<file path="config.mk">
export PLATFORM = sky130hd
export DESIGN_NAME = systolic_feed_sched
export DESIGN_NICKNAME = d
export VERILOG_FILES = /design/src/rtl/systolic_feed_sched.sv
export SDC_FILE = /design/constraint.sdc
export NUM_CORES = 1
export LEC_CHECK = 0
export ABC_AREA = 0
export ABC_CLOCK_PERIOD_IN_PS = 3700
export BUFFER_PORTS_ARGS = -buffer_cell sky130_fd_sc_hd__clkbuf_2
export CAP_MARGIN = 40
export CELL_PAD_IN_SITES_DETAIL_PLACEMENT = 1
export CELL_PAD_IN_SITES_GLOBAL_PLACEMENT = 1
export CORE_AREA = 2 2 79 81
export CTS_BUF_LIST = sky130_fd_sc_hd__clkbuf_4
export DETAILED_ROUTE_END_ITERATION = 8
export DIE_AREA = 0 0 81 83
export PLACE_DENSITY = 0.82
export SYNTH_ARGS = -nofsm -noshare
export SYNTH_HDL_FRONTEND = slang
export SYNTH_SLANG_ARGS = --single-unit
</file>
<file path="constraint.sdc">
create_clock -name clk -period 3.7 [get_ports clk]
set_clock_uncertainty 0.2 [all_clocks]
set_input_delay 0.555 -clock clk [delete_from_list [all_inputs] [get_ports clk]]
set_output_delay 0.555 -clock clk [all_outputs]
set_load 0.05 [all_outputs]
</file>
<file path="src/rtl/systolic_feed_sched.sv">
// Tile scheduler for the systolic array input buffer bank: loads K vectors into
// the per-lane FIFOs, then drains them with a diagonally skewed read wavefront.
module systolic_feed_sched #(
  parameter int LANES = 8,
  parameter int DEPTH = 16,
  parameter int KW    = 5,
  parameter int TW    = 5
) (
  input  logic             clk,
  input  logic             rst,
  input  logic             start,
  input  logic [KW-1:0]    k_len,
  input  logic             in_valid,
  output logic             in_ready,
  output logic             fifo_write,
  output logic [LANES-1:0] fifo_rd,
  input  logic [LANES-1:0] aemptys,
  input  logic [LANES-1:0] wemptys,
  output logic             busy,
  output logic             done,
  output logic             cfg_err,
  output logic             err
);

  typedef enum logic [1:0] {
    IDLE,
    LOAD,
    FEED,
    DONE
  } state_t;

  state_t           state;
  state_t           state_nx;
  logic [KW-1:0]    k_q;
  logic [KW-1:0]    load_cnt;
  logic [TW-1:0]    t;
  logic [LANES-1:0] sched;
  logic             k_ok;
  logic             accept;
  logic             handshake;
  logic             last_load;
  logic             last_feed;
  logic             underflow;

  assign k_ok      = (k_len != '0) && (k_len <= KW'(DEPTH));
  assign accept    = (state == IDLE) && start && k_ok;
  // Handshake is derived from the state directly so the FSM block has no loop through in_ready.
  assign handshake = in_valid && (state == LOAD);
  assign last_load = handshake && (load_cnt == k_q - KW'(1));
  assign last_feed = (t == TW'(k_q) + TW'(LANES - 2));

  // NOTE: sequential state uses non-blocking assignments so every register
  // samples pre-edge values, independent of process ordering.
  always_ff @(posedge clk or posedge rst) begin
    if (rst) begin
      state <= IDLE;
    end else begin
      state <= state_nx;
    end
  end

  // NOTE: every output of this block gets a default first, so no path leaves
  // a variable unassigned and no latch is inferred.
  always_comb begin
    state_nx = state;
    in_ready = 1'b0;
    busy     = 1'b1;
    done     = 1'b0;
    unique case (state)
      IDLE: begin
        busy = 1'b0;
        if (accept) state_nx = LOAD;
      end
      LOAD: begin
        in_ready = 1'b1;
        if (last_load) state_nx = FEED;
      end
      FEED: begin
        if (last_feed) state_nx = DONE;
      end
      DONE: begin
        done     = 1'b1;
        state_nx = IDLE;
      end
      default: state_nx = IDLE;
    endcase
  end

  // Lane i is scheduled for K consecutive cycles starting at t == i.
  always_comb begin
    sched = '0;
    for (int i = 0; i < LANES; i++) begin
      sched[i] = (state == FEED) &&
                 (32'(t) >= 32'(i)) &&
                 (32'(t) <  32'(i) + 32'(k_q));
    end
  end

  assign fifo_write = handshake;
  assign fifo_rd    = sched & ~aemptys & ~wemptys;
  assign underflow  = |(sched & (aemptys | wemptys));

  always_ff @(posedge clk or posedge rst) begin
    if (rst) begin
      k_q      <= '0;
      load_cnt <= '0;
      t        <= '0;
      err      <= 1'b0;
      cfg_err  <= 1'b0;
    end else begin
      cfg_err <= (state == IDLE) && start && !k_ok;

      if (accept) begin
        k_q      <= k_len;
        load_cnt <= '0;
      end else if (handshake) begin
        load_cnt <= load_cnt + KW'(1);
      end

      if (last_load) begin
        t <= '0;
      end else if (state == FEED && !last_feed) begin
        t <= t + TW'(1);
      end

      // A missed read is not retried; the flag holds until the next tile launch.
      if (accept) begin
        err <= 1'b0;
      end else if (underflow) begin
        err <= 1'b1;
      end
    end
  end

  a_no_rw_overlap: assert property (@(posedge clk) disable iff (rst)
    !(fifo_write && (fifo_rd != '0)));

  a_done_only_from_feed: assert property (@(posedge clk) disable iff (rst)
    (state_nx == DONE) |-> (state == FEED));

endmodule
</file>
==> results.py <==
metrics = {
    "run_status": {
        "status": "completed",
    },
    "die": {
        "rows": 28,
        "die-area_um2": 6720,
        "fp.dieW_um": 81,
        "ios": 39,
        "dieHeight_um": 83,
        "start_util_pct": 38.8,
        "core_um2": 5820,
    },
    "clock_network": {
        "clk_pin_slew_ns": 0.11,
        "clockBufferDepth": 2,
        "insertion_delay_ns": 0.30,
        "hold_buffers": 0,
        "cts_root_buf": "clkbuf_4",
        "cts_tree": "built",
        "clkSinkCount": 19,
        "cts_buffers": 3,
        "htreeDepth": 1,
    },
    "critical_path": {
        "arrival_ns": 2.85,
        "start_kind": "register",
        "crit_slowest_cell": "dfrtp_2",
        "critPathMaxStageDelay_ns": 0.47,
        "worst_ep_required_time_ns": 2.94,
        "crit_family": "compound AO/OA/AOI/OAI gates",
        "worstPathMaxFanout": 7,
        "end_kind": "output port",
        "crit_type": "register to output port",
        "critical_path.cell_chain": "inv_1 > ha_1 > a21boi_4 > xnor2_2 > ha_1 > a211oi_1 > a21oi_1 > nor4_2 > buf_2",
        "crit_path_frequent_cell": "ha_1",
        "path_buf_inv": 2,
    },
    "cells_and_area": {
        "final_common_cell": "ha_1",
        "nets": 374,
        "diodes": 0,
        "area_delta_synth_final_pct": 15.1,
        "mostFrequentLayoutCells": "ha_1 (50), clkbuf_2 (36), nor2_1 (22)",
        "drive_above_1_share_pct": 19.8,
    },
    "synth": {
        "synthArstFlopShare_pct": 100,
        "synth_area_um2": 2260,
        "syn_nets": 332,
        "synthCells": 257,
        "synth_ff_type": "dfrtp_1",
        "synth_cell_types": 43,
        "ys_warn_count": 0,
        "synth-seq-cells": 19,
        "syn_area_per_cell_um2": 8.78,
        "synth_seq_area_share_pct": 21.1,
        "synth_edf_count": 0,
    },
    "detailed_routing": {
        "wl_um": 6160,
        "post_drt_wl_per_cell_um": 16.5,
        "first_pass_iters": 4,
        "drc": 0,
        "vias": 2054,
        "drt_iter0_markers": 68,
        "ant_nets": 0,
        "vias_per_cell": 5.51,
    },
    "sta": {
        "max_slew_margin_pct": 49.8,
        "hold_viol_final": 0,
        "rsz0062_at_grt": "false",
        "fmax_ghz": 0.278,
        "worst_pin_slew_ns": 0.752,
        "period_share_pct": 97.4,
        "period_minus_slack_ns": 3.60,
        "finalSetupViolations": 0,
        "tns_ns": 0,
        "report.final.slew_viol_count": 0,
        "setup_slack_ns": 0.0970,
    },
    "flow_run": {
        "cap_violations": 0,
    },
    "placement": {
        "gp_congestion": 0.875,
        "io_buffers": 38,
        "dpl.hpwl_um": 5040,
        "dp_slack_ns": 0.326,
    },
    "grt": {
        "antenna_found_initial": 0,
        "grt_overflow_total": 0,
        "grt_pass1_wl_um": 10600,
        "use_met1_pct": 24.5,
        "grtUsageMet2_pct": 35.5,
        "grt_use_met3_pct": 1.63,
        "top_usage_layer": "met2",
        "grt_max_degree": 20,
        "track_usage_pct": 19.7,
        "grt_pass1_vias": 2238,
    },
    "hold_path": {
        "min_path_type": "input port to async pin",
    },
}
## cells by family (layout without fill, tap and decap cells)
kind of cell / count (synthesis) / count (layout) / synth area share [%]
and+or+nand+nor: 67 / 67 / 14.8
AOI/OAI and AO/OA: 62 / 62 / 18.5
adders and majority gates: 50 / 50 / 27.7
xor gates and xnor gates: 30 / 30 / 12.0
buffers and inverters: 26 / 67 / 4.38
DFF: 19 / 19 / 21.1
muxes: 3 / 3 / 1.55
## final cells by class
cell class | count | area [um2]
Clock buffer | 4 | 30.0
Fill cell | 715 | 3220
Inverter | 22 | 82.6
Multi-Input combinational cell | 212 | 1700
Sequential cell | 19 | 478
Tap cell | 75 | 93.8
Timing Repair Buffer | 41 | 213
## registers in the layout, indices dropped and copies added (netlist names)
signal    count
load_cnt      5
state         2
cfg_err       1
err           1
t             5
k_q           5
## what timing repair did
action | in CTS | in global routing
resized for setup | 1 | 4
endpoints found under the setup margin | 1 | 4
buffers inserted | 0 | 0
## routing by layer
metal | routed length (um) | up-vias
met5 | 0 | -
met1 | 2720 | 1018
met3 | 118 | 10
met2 | 3220 | 24
li1 | - | 1002
met4 | 99 | 0
## final timing paths
path | from | end | slack (ns) | cells after the start
worst max-delay path | k_q[1] | fifo_rd[7] | 0.1 | 9
worst min-delay path | rst | cfg_err | 0.15 | 2
worst max register to register | k_q[1] | err | 0.82 | 10
worst min register to register | load_cnt[4] | load_cnt[4] | 0.41 | 2
max in group asynchronous | rst | k_q[2] | 2.64 | 2
min in group clk | k_len[3] | k_q[3] | 0.29 | 3
## synthesized netlist by cell type (2+ instances only)
cell type,number,area share (%)
a21oi_1,14,3.1
nand3_1,2,0.44
nor2_1,22,3.7
nor4b_1,2,0.78
o211ai_1,4,1.3
nand4_1,5,1.4
xor2_1,10,3.9
nand2_1,16,2.7
nor2b_1,5,1.4
inv_1,20,3.3
o31ai_1,3,1.0
o2111ai_1,2,0.78
a31oi_1,3,0.83
a211oi_1,4,1.3
inv_2,2,0.33
o21ai_0,13,2.9
o22ai_1,5,1.4
xnor2_1,19,7.4
a21o_1,3,1.0
nor4_1,4,1.1
mux2i_1,2,0.89
clkbuf_1,3,0.50
ha_1,50,28
nor3_1,7,1.6
dfrtp_1,19,21
## metrics by stage
step           hold slack (ns)  std cells  utilization (%)  cell area, um2
2_1_floorplan            0.306        257                -            2280
3_3_place_gp             0.352        369             44.1            2570
3_5_place_dp             0.380        369             44.1            2570
4_1_cts                  0.173        373             44.6            2600
5_1_grt                  0.230        373             44.7            2600
6_report                 0.148        373             44.7            2600
Power is left out: the tool's default activity adds up to more than one toggle a clock period on the data nets, which glitch-free logic cannot reach.
